===== src/rtl/popcount_seq.sv =====
// Multi-cycle population counter: sums CHUNK bits of a WIDTH-bit vector per cycle.
// Optional threshold compare enabled by defining POPCOUNT_SEQ_THRESH_EN.
module popcount_seq #(
  parameter  int WIDTH = 28,
  parameter  int CHUNK = 7,
  localparam int NCH   = (WIDTH + CHUNK - 1) / CHUNK,
  localparam int OW    = $clog2(WIDTH + 1)
) (
  input  logic             clk,
  input  logic             rst,
  input  logic [WIDTH-1:0] input_a,
  input  logic             in_valid,
  output logic             in_ready,
  output logic [OW-1:0]    popcount_seq_out,
  output logic             out_valid,
`ifdef POPCOUNT_SEQ_THRESH_EN
  input  logic [OW-1:0]    thr,
  output logic             popcount_seq_ge,
`endif
  input  logic             out_ready
);

  localparam int SW   = NCH * CHUNK;
  localparam int CW   = $clog2(CHUNK + 1);
  localparam int CNTW = (NCH > 1) ? $clog2(NCH) : 1;

  typedef enum logic [1:0] {IDLE, ACC, DONE} state_t;

  state_t          state, state_next;
  logic [SW-1:0]   sr;
  logic [OW-1:0]   acc;
  logic [OW-1:0]   acc_next;
  logic [CNTW-1:0] cnt;
  logic            accept;
  logic            last;

  function automatic logic [CW-1:0] chunk_pop(input logic [CHUNK-1:0] v);
    logic [CW-1:0] s;
    s = '0;
    for (int i = 0; i < CHUNK; i++) s = s + CW'(v[i]);
    return s;
  endfunction

  assign accept   = (state == IDLE) && in_valid;
  assign last     = (cnt == CNTW'(NCH - 1));
  assign acc_next = acc + OW'(chunk_pop(sr[CHUNK-1:0]));

  assign in_ready         = (state == IDLE);
  assign out_valid        = (state == DONE);
  assign popcount_seq_out = acc;

  // NOTE: sequential state uses non-blocking assignments so every register
  // samples pre-edge values, independent of statement order.
  always_ff @(posedge clk) begin
    if (rst) state <= IDLE;
    else     state <= state_next;
  end

  // NOTE: next_state gets a default before the case so no path leaves it
  // unassigned, which would otherwise infer a latch.
  always_comb begin
    state_next = state;
    unique case (state)
      IDLE:    if (in_valid)  state_next = ACC;
      ACC:     if (last)      state_next = DONE;
      DONE:    if (out_ready) state_next = IDLE;
      default:                state_next = IDLE;
    endcase
  end

  // Top chunk is zero-padded by the widening cast, so it adds nothing.
  always_ff @(posedge clk) begin
    if (rst) begin
      sr  <= '0;
      acc <= '0;
      cnt <= '0;
    end else if (accept) begin
      sr  <= SW'(input_a);
      acc <= '0;
      cnt <= '0;
    end else if (state == ACC) begin
      sr  <= sr >> CHUNK;
      acc <= acc_next;
      cnt <= cnt + CNTW'(1);
    end
  end

`ifdef POPCOUNT_SEQ_THRESH_EN
  logic [OW-1:0] thr_q;

  // Compare resolves on the final add so it is ready together with out_valid.
  always_ff @(posedge clk) begin
    if (rst) begin
      thr_q           <= '0;
      popcount_seq_ge <= 1'b0;
    end else if (accept) begin
      thr_q           <= thr;
      popcount_seq_ge <= 1'b0;
    end else if (state == ACC && last) begin
      popcount_seq_ge <= (acc_next >= thr_q);
    end
  end
`endif

endmodule


===== config.mk =====
export PLATFORM = sky130hd
export DESIGN_NAME = popcount_seq
export DESIGN_NICKNAME = d
export VERILOG_FILES = /design/src/rtl/popcount_seq.sv
export SDC_FILE = /design/constraint.sdc
export NUM_CORES = 1
export LEC_CHECK = 0
export CORE_MARGIN = 1
export CORE_UTILIZATION = 49
export CTS_CLUSTER_SIZE = 20
export DETAILED_ROUTE_END_ITERATION = 10
export GPL_ROUTABILITY_DRIVEN = 0
export PLACE_DENSITY = 0.78
export SETUP_SLACK_MARGIN = 0.1
export SYNTH_ARGS = -nofsm -noshare
export SYNTH_HDL_FRONTEND = slang
export SYNTH_SLANG_ARGS = --single-unit

===== constraint.sdc =====
create_clock -name clk -period 3.56 [get_ports clk]
set_input_delay 0.356 -clock clk [delete_from_list [all_inputs] [get_ports clk]]
set_output_delay 0.356 -clock clk [all_outputs]
set_load 0.05 [all_outputs]

==> results_dict.tcl, run 1 <==
set metrics [dict create \
    status "complete, no violations" \
    via_count 1465 \
    worstSetupPathType "register to register" \
    ys_ff_latch 37 \
    postSynthCellCount 193 \
    fillCellCount 320 \
    hold_viol_final 0 \
    worstSetupEndpointType "register" \
    crit_path_start_kind "register" \
    ir_worst_vdd_mv 0.242 \
    critPathTopFamily "adder cells" \
    synth_cell_types 29 \
    yosys.area.top_type "dfxtp_1" \
    cp.depth 10 \
    seq_power_share_pct 53.9 \
    final_cell_mix "clkdlybuf4s50_1, dfxtp_1, nand2_1, a21oi_1, a22oi_1" \
    worstMarginPinSlew_ps 489 \
    cpPeakStageDelay_ps 540 \
    area_growth_syn_to_layout_pct 27.1 \
    hpwl_mm 2.34 \
    setup_violations 0 \
    cts-root-buf "clkbuf_4" \
    max_freq_mhz 319 \
    worstHoldStart "sr[13]" \
    synth_top_area_share_pct 43.5 \
    p_int_w 0.000610 \
    die-area_um2 3710 \
    die_w_um 61.0 \
    clock_latency_ps 340 \
    drcViolationCount 0 \
    cts_tree "built" \
    portBuffers 38 \
    grt-ovfl-total 0 \
    pwr_density_cell_nw_per_um2 389 \
    swShare_pct 27.5 \
    avgSynthCellArea_um2 8.82 \
    critPathMostFrequentCell "fa_1" \
    ys_seq_area_share_pct 43.5 \
    pwr-share-clk_pct 26.3 \
    synth.area.top_cells "dfxtp_1, a22oi_1, a21oi_1" \
    drtIter0Drc 60 \
    path_max_fanout 3 \
    hold_path_depth 2 \
    numCtsBuffers 5 \
    tns_ps 0 \
    htreeDepth 2 \
    syn_area_um2 1700 \
    row_count 21 \
    critPathRequiredTime_ps 3790 \
    crit_slowest_cell "fa_1" \
    maxSlewViolCount 0 \
    leakagePower_nw 0.826 \
    wirelength_mm 3.41 \
    grt_setup_unrepaired "no" \
    period_share_pct 88.1 \
    hold_path_end "sr[13]" \
    grt_pass1_vias 1323 \
    grt_first_pass_wirelength_mm 5.75 \
    path_cells "fa_1, inv_1, fa_1, fa_1, inv_1, ha_1, fa_1, a211oi_1, or4_4, a21oi_2" \
    min_path_type "register to register" \
    r2r-end "popcount_seq_out[4]" \
    cts.sinks 37 \
    core_area_um2 3340 \
    first_pass_iters 4 \
    postCtsSetupBuffers 0 \
    arrival_ps 3370 \
    critPathBufInv 2 \
    reg2reg_slack_ps 420 \
    die_y_um 61.0 \
    syn-num-nets 237 \
    clockBufferDepth 2 \
    initial_core_util_pct 51.0 \
    cts_resized 0 \
    power_frac_comb_pct 19.9 \
    final_antenna_net_count 0 \
    post_drt_wl_per_cell_um 12.4 \
    power_switching_w 0.000232 \
    maxCapViolations 0 \
    track_usage_pct 21.3 \
    ys_warn_count 0 \
    fin_nets 273 \
    relSlewSlack_pct 67.3 \
    finalCriticalPeriod_ps 3140 \
    total_power_w 0.000842 \
    finClkSkew_ps 8.03 \
    reg2regPathDepth 10 \
    clkTransAtPathRegs_ps 100 \
    diodes 0 \
    antenna_found_initial 0 \
    avgViaCountPerCell 5.33 \
    r2r-start "popcount_seq_out[0]" \
    ios 39 \
    final_common_cell "clkdlybuf4s50_1" \
    cts_hold_buf 0 \
    grt_max_degree 35 \
    drive_gt1_share_pct 6.55 \
]
==> stage by stage <==
step | worst slack (ps) | instances | area (um^2) | util [%] | hold slack [ps]
floorplan | 238 | 193 | 1700 | - | 436
CTS | 404 | 275 | 2160 | 64.9 | 464
finish | 422 | 275 | 2160 | 64.9 | 462
global route | 271 | 275 | 2160 | 64.9 | 482
global placement | 462 | 268 | 2110 | 63.2 | 443
detailed placement | 420 | 268 | 2110 | 63.2 | 450
==> flip-flops by register name, indices dropped and copies added (netlist names) <==
name              count
popcount_seq_out      5
state                 2
sr                   28
cnt                   2
==> layer usage <==
layer / track usage, % / part of all wire, % / up-vias
met3: 4.48 / 3.4 / 7
met4: 8.77 / 1.8 / 0
met2: 35.5 / 49 / 35
li1: - / - / 747
met1: 27.0 / 46 / 676
met5: 0 / 0 / -
==> worst min-delay path, delay by kind of cell (launching register included) <==
kind,cells,cell delay [ps]
DFF,1,320
AOI/OAI and AO/OA,1,50
and+or+nand+nor,1,50
==> power groups by stage <==
| stage | sequential, W | combinational (W) | clock, W |
|---|---|---|---|
| after global placement | 0.000462 | 0.000165 | 0 |
| after global routing | 0.000457 | 0.000187 | 0.000250 |
| after floorplan | 0.000467 | 0.0000997 | 0 |
| after detailed placement | 0.000463 | 0.000168 | 0 |
| final | 0.000453 | 0.000167 | 0.000221 |
| after CTS | 0.000454 | 0.000168 | 0.000229 |
==> cells by family after synthesis <==
| group | Yosys count | synth area share (%) |
|---|---|---|
| AOI/OAI and AO/OA | 61 | 22.3 |
| xor gates and xnor gates | 2 | 1.03 |
| adders and majority gates | 12 | 10.6 |
| buffers and inverters | 22 | 5.73 |
| DFF | 37 | 43.5 |
| and+or+nand+nor | 59 | 16.8 |
==> layout make-up <==
cell class              instances  area (um^2)  area share (%)
clock buffers                   7         55.1            2.54
inverters                       9         33.8            1.56
multi-input cells             134          867            40.1
flip-flops and latches         37          741            34.2
well taps                      46         57.6            2.66
repair buffers                 42          410            19.0
==> worst max path at each step <==
stage | startpoint | end | slack, ps
floorplan | popcount_seq_out[0] | popcount_seq_out[4] | 240
global placement | popcount_seq_out[0] | popcount_seq_out[4] | 460
finish | popcount_seq_out[0] | popcount_seq_out[4] | 420
CTS | popcount_seq_out[0] | popcount_seq_out[4] | 400
global route | popcount_seq_out[0] | popcount_seq_out[4] | 270
detailed placement | popcount_seq_out[0] | popcount_seq_out[4] | 420
==> cells in the mapped netlist <==
cell	instances
a21oi_2	1
nand4_1	1
a22oi_1	22
buf_1	1
a211oi_1	2
nand3_1	9
nand2b_1	1
buf_2	6
a21oi_1	32
inv_1	9
o21ai_0	1
nand2b_2	1
o31ai_1	1
xnor2_1	2
buf_6	1
fa_1	4
nand2_1	34
or4_4	1
nand4b_1	1
dfxtp_1	37
nor2b_1	3
nor2_1	5
ha_1	8
or3b_1	1
o21bai_1	1
nor3b_4	1
a2111o_1	1
and2b_1	1
clkbuf_1	5
Power figures use the tool's default switching activity.
==> run 2, diff against run 1 <==
- CORE_UTILIZATION: 49 -> 61
- DONT_BUFFER_PORTS: not set -> 1
- PLACE_DENSITY: 0.78 -> 0.77
==> results_dict.tcl, run 2 (synthesized netlist as in run 1, its figures left out) <==
set metrics [dict create \
    status "complete, no violations" \
    path_max_fanout 2 \
    avgViaCountPerCell 6.19 \
    multiInputGateArea_um2 867 \
    dp_cells 212 \
    arrival_ps 3450 \
    cts_tree "built" \
    place_ws_ps 372 \
    power_switching_w 0.000234 \
    cts.sinks 37 \
    fin_cells 220 \
    die_w_um 54.8 \
    hold_viol_final 0 \
    pwr_density_cell_nw_per_um2 495 \
    grt_first_pass_wirelength_mm 5.38 \
    diodes 0 \
    core_area_um2 2570 \
    grt_setup_unrepaired "no" \
    drcViolationCount 0 \
    post_drt_wl_per_cell_um 16.0 \
    power_frac_comb_pct 13.4 \
    maxSlewViolCount 0 \
    cts-root-buf "clkbuf_4" \
    fin_ws_ps 350 \
    first_pass_iters 5 \
    die-area_um2 3010 \
    finalCriticalPeriod_ps 3210 \
    max_freq_mhz 312 \
    grt-ovfl-total 0 \
    regArea_um2 741 \
    finClkSkew_ps 5.27 \
    track_usage_pct 26.6 \
    final_antenna_net_count 0 \
    crit_path_start_kind "register" \
    via_count 1361 \
    worstSetupEndpointType "register" \
    swShare_pct 26.5 \
    tns_ps 0 \
    crit_path_start "popcount_seq_out[0]" \
    ir_worst_vdd_mv 0.366 \
    p_int_w 0.000649 \
    r2r-start "popcount_seq_out[0]" \
    reg2reg_slack_ps 350 \
    worstSetupPathType "register to register" \
    final_common_cell "dfxtp_1" \
    setup_violations 0 \
    largest_register_ffs 28 \
    cts_resized 0 \
    reg2regPathDepth 10 \
    leakagePower_nw 0.684 \
    r2r-end "popcount_seq_out[4]" \
    cts_hold_buf 0 \
    drive_gt1_share_pct 7.89 \
    worstMarginPinSlew_ps 1200 \
    fillCellCount 219 \
    portBuffers 0 \
    endpoint "popcount_seq_out[4]" \
    min_path_type "primary input to register" \
    seq_power_share_pct 52.0 \
    period_share_pct 90.2 \
    row_count 18 \
    die_y_um 54.8 \
    clkTransAtPathRegs_ps 110 \
    area_growth_syn_to_layout_pct 4.70 \
    wirelength_mm 3.53 \
    clockBufferDepth 2 \
    grt_pass1_vias 1192 \
    numCtsBuffers 5 \
    initial_core_util_pct 66.3 \
    relSlewSlack_pct 20.0 \
    fin_nets 233 \
    final_cell_mix "dfxtp_1, nand2_1, a21oi_1, a22oi_1" \
    postCtsSetupBuffers 0 \
    clock_latency_ps 340 \
    critPathRequiredTime_ps 3800 \
    pwr-share-clk_pct 34.6 \
    antenna_found_initial 0 \
    htreeDepth 2 \
    grt_max_degree 35 \
    drtIter0Drc 57 \
    largest_register "sr" \
    final_core_util_pct 69.4 \
    ios 39 \
    hpwl_mm 2.51 \
    maxCapViolations 0 \
]
==> run 2: cell types whose count changed in the layout (fill, tap and decap cells not counted), sizes merged <==
cell,delta
clkdlybuf4s50,-38
bufinv,+1
buf,-2
clkinvlp,+1
clkbuf,-1
==> run 2: how the worst min path moves through the flow <==
stage / start / endpoint / slack, ps / cells past startpoint
after floorplan: sr[3] / sr[3] / 440 / 2
after global placement: rst / sr[10] / 430 / 1
after detailed placement: rst / sr[25] / 430 / 1
after CTS: rst / sr[25] / 50 / 1
after global routing: rst / sr[16] / 40 / 1
final: rst / sr[2] / 70 / 1
==> run 2: metrics by stage <==
stage	hold WS, ps	total power [W]	area (um^2)
floorplan	436	0.000567	1700
global placement	428	0.000577	1690
detailed placement	431	0.000588	1690
CTS	49.5	0.000891	1780
global route	36.1	0.000928	1780
finish	68.8	0.000883	1780
==> run 2: layout make-up <==
type	count	area share, %
Sequential cell	37	41.5
Inverter	9	1.89
Multi-Input combinational cell	134	48.6
Clock buffer	6	2.88
Tap cell	30	2.11
Timing Repair Buffer	2	0.842
Clock inverter	2	2.11
==> run 2: worst max-delay path: stages, from the launching register on <==
cell,delay (ps)
dfxtp_1,350
fa_1,530
inv_1,50
fa_1,440
fa_1,490
inv_1,40
ha_1,210
fa_1,430
a211oi_1,320
or4_4,190
a21oi_2,50
==> run 2: power by group through the flow <==
stage	Combinational (W)	Clock, W	Sequential, W
2_1_floorplan	0.0000997	0	0.000467
5_1_grt	0.000133	0.000332	0.000462
3_5_place_dp	0.000119	0	0.000468
6_report	0.000118	0.000306	0.000459
4_1_cts	0.000119	0.000314	0.000459
3_3_place_gp	0.000110	0	0.000467
==> run 2: metal layers <==
| layer | up-vias | GRT usage, % | part of all wire (%) |
|---|---|---|---|
| met5 | - | 0 | 0 |
| met4 | 0 | 12.8 | 1.0 |
| met3 | 6 | 6.39 | 5.6 |
| met2 | 44 | 42.6 | 50 |
| met1 | 644 | 33.2 | 43 |
| li1 | 667 | - | - |
==> edit (flow settings as in run 2) <==
`CHUNK`: 7 -> 6.
--- a/src/rtl/popcount_seq.sv
+++ b/src/rtl/popcount_seq.sv
@@ -2,7 +2,7 @@
 // Optional threshold compare enabled by defining POPCOUNT_SEQ_THRESH_EN.
 module popcount_seq #(
   parameter  int WIDTH = 28,
-  parameter  int CHUNK = 7,
+  parameter  int CHUNK = 6,
   localparam int NCH   = (WIDTH + CHUNK - 1) / CHUNK,
   localparam int OW    = $clog2(WIDTH + 1)
 ) (
Behaviour: not the same (a bounded check fails within 4 cycles, from zero or initial values and one cycle with rst high).
==> edit against run 2 <==
The flow now finishes with violations (design-rule violations). Maximum frequency is 10% higher. Worst setup slack better by 0.29 ns. Power is 4.2% lower. Critical path type unchanged. Highest routed layer unchanged. Cell area is 4.8% higher. Sequential share of layout area is 0.82 points lower. Hold slack better by 0.0052 ns. First-iteration DRC count is 30% higher. Routed wire length is 4.6% higher. Area after synthesis is 12% higher. Sequential cell count is 1 higher. Non-clock buffer count is 1 lower.
==> edit: results <==
group,metric,value,unit
yosys,synth.net_count,227,
global_routing,grt_usage,0.241,
layout,regMostFlops,"sr",
setup_path,cp.arrival,3.15,ns
status,status,"complete, but fails checks",
setup_path,rr_worst_depth,8,
power,p_leak,0.693,nW
yosys,netlist_top_cells_area,"dfxtp_1 (40%), a211oi_2 (7.9%), o22ai_1 (7.2%), nor2_1 (4.3%), fa_1 (4.2%)",
power,peakVddDrop,0.279,mV
layout,nNetsFinal,218,
layout,layout-drive-gt1-share,0.209,
global_routing,grt_pass1_wl,6070,µm
sta,max_slew.worst_pin.slew,0.993,ns
layout,final_cells,208,
routing,dr.pass1.iters,7,
routing,vias,1347,
sta,clock_skew,0.00676,ns
routing,wl_per_cell,17.8,µm
placement,post-dp-hpwl,2580,µm
global_routing,grt_max_degree,36,
yosys,ys_top_cells_by_count,"dfxtp_1 (38), nor2_1 (22), o22ai_1 (22)",
status,violations,"design-rule violations",
routing,drt_iter0_drc,74,
routing,drc,3,
setup_path,worstPathMaxFanout,2,
yosys,ys_types,35,
edit: cell count changes in the layout (fill, tap and decap cells not counted), sizes merged, moves of 4 or more:
| cell | before | now |
|---|---|---|
| nand2 | 34 | 0 |
| a211oi | 2 | 20 |
| o22ai | 0 | 22 |
| a22oi | 22 | 6 |
| a21oi | 33 | 0 |
| nor2 | 5 | 32 |
| a221oi | 0 | 4 |
| nand3 | 9 | 0 |
edit: routing by layer:
layer | up-vias | wire (µm) | track usage
met3 | 9 | 215 | 0.0759
met4 | 0 | 75 | 0.116
li1 | 651 | - | -
met1 | 644 | 1640 | 0.307
met2 | 43 | 1760 | 0.373
met5 | - | 0 | 0
edit: kinds of logic (layout without fill, tap and decap cells):
group	count (synthesis)	in the layout	synth area share
simple gates	45	45	0.128
xor+xnor	3	3	0.0138
fa+ha+maj	9	9	0.0750
flops	38	38	0.400
buf+inv	29	20	0.0895
compound gates	58	58	0.267
mux	4	4	0.0263
edit: metrics by stage:
| stage | hold WS [ns] | power [mW] | worst slack (ns) | area [µm²] | utilization |
|---|---|---|---|---|---|
| after CTS | 0.0665 | 0.847 | 0.636 | 1870 | 0.655 |
| after detailed placement | 0.426 | 0.651 | 0.650 | 1820 | 0.639 |
| after global placement | 0.426 | 0.643 | 0.729 | 1820 | 0.639 |
| final | 0.0740 | 0.846 | 0.643 | 1870 | 0.655 |
| after floorplan | 0.471 | 0.640 | 0.471 | 1900 | - |
| after global routing | 0.0516 | 0.888 | 0.528 | 1870 | 0.655 |
edit: how the worst min path moves through the flow:
stage                     depth (start not counted)       end
after CTS                                         1    sr[18]
after global routing                              1    sr[18]
final                                             1    sr[21]
after floorplan                                   1  state[0]
after detailed placement                          1    sr[18]
after global placement                            1    sr[14]
edit: layout make-up:
cell class                      instances  area, µm²
Clock buffer                            7       45.0
Fill cell                             247        985
Inverter                               12       45.0
Multi-Input combinational cell        119        971
Sequential cell                        38        761
Tap cell                               31       38.8
Timing Repair Buffer                    1       7.51
edit: worst max-delay path: stages, from the launching register on:
cell and delay, ns:
dfxtp_1 0.34, fa_1 0.54, inv_1 0.05, fa_1 0.45, fa_1 0.42, fa_1 0.43
nor2b_1 0.16, o211ai_2 0.11, mux2_4 0.33
edit: power breakdown:
group / switching (mW) / internal, mW / total, mW
Combinational: 0.0905 / 0.0688 / 0.159
Sequential: 0.0260 / 0.456 / 0.482
Clock: 0.130 / 0.0746 / 0.205
Total: 0.247 / 0.599 / 0.846
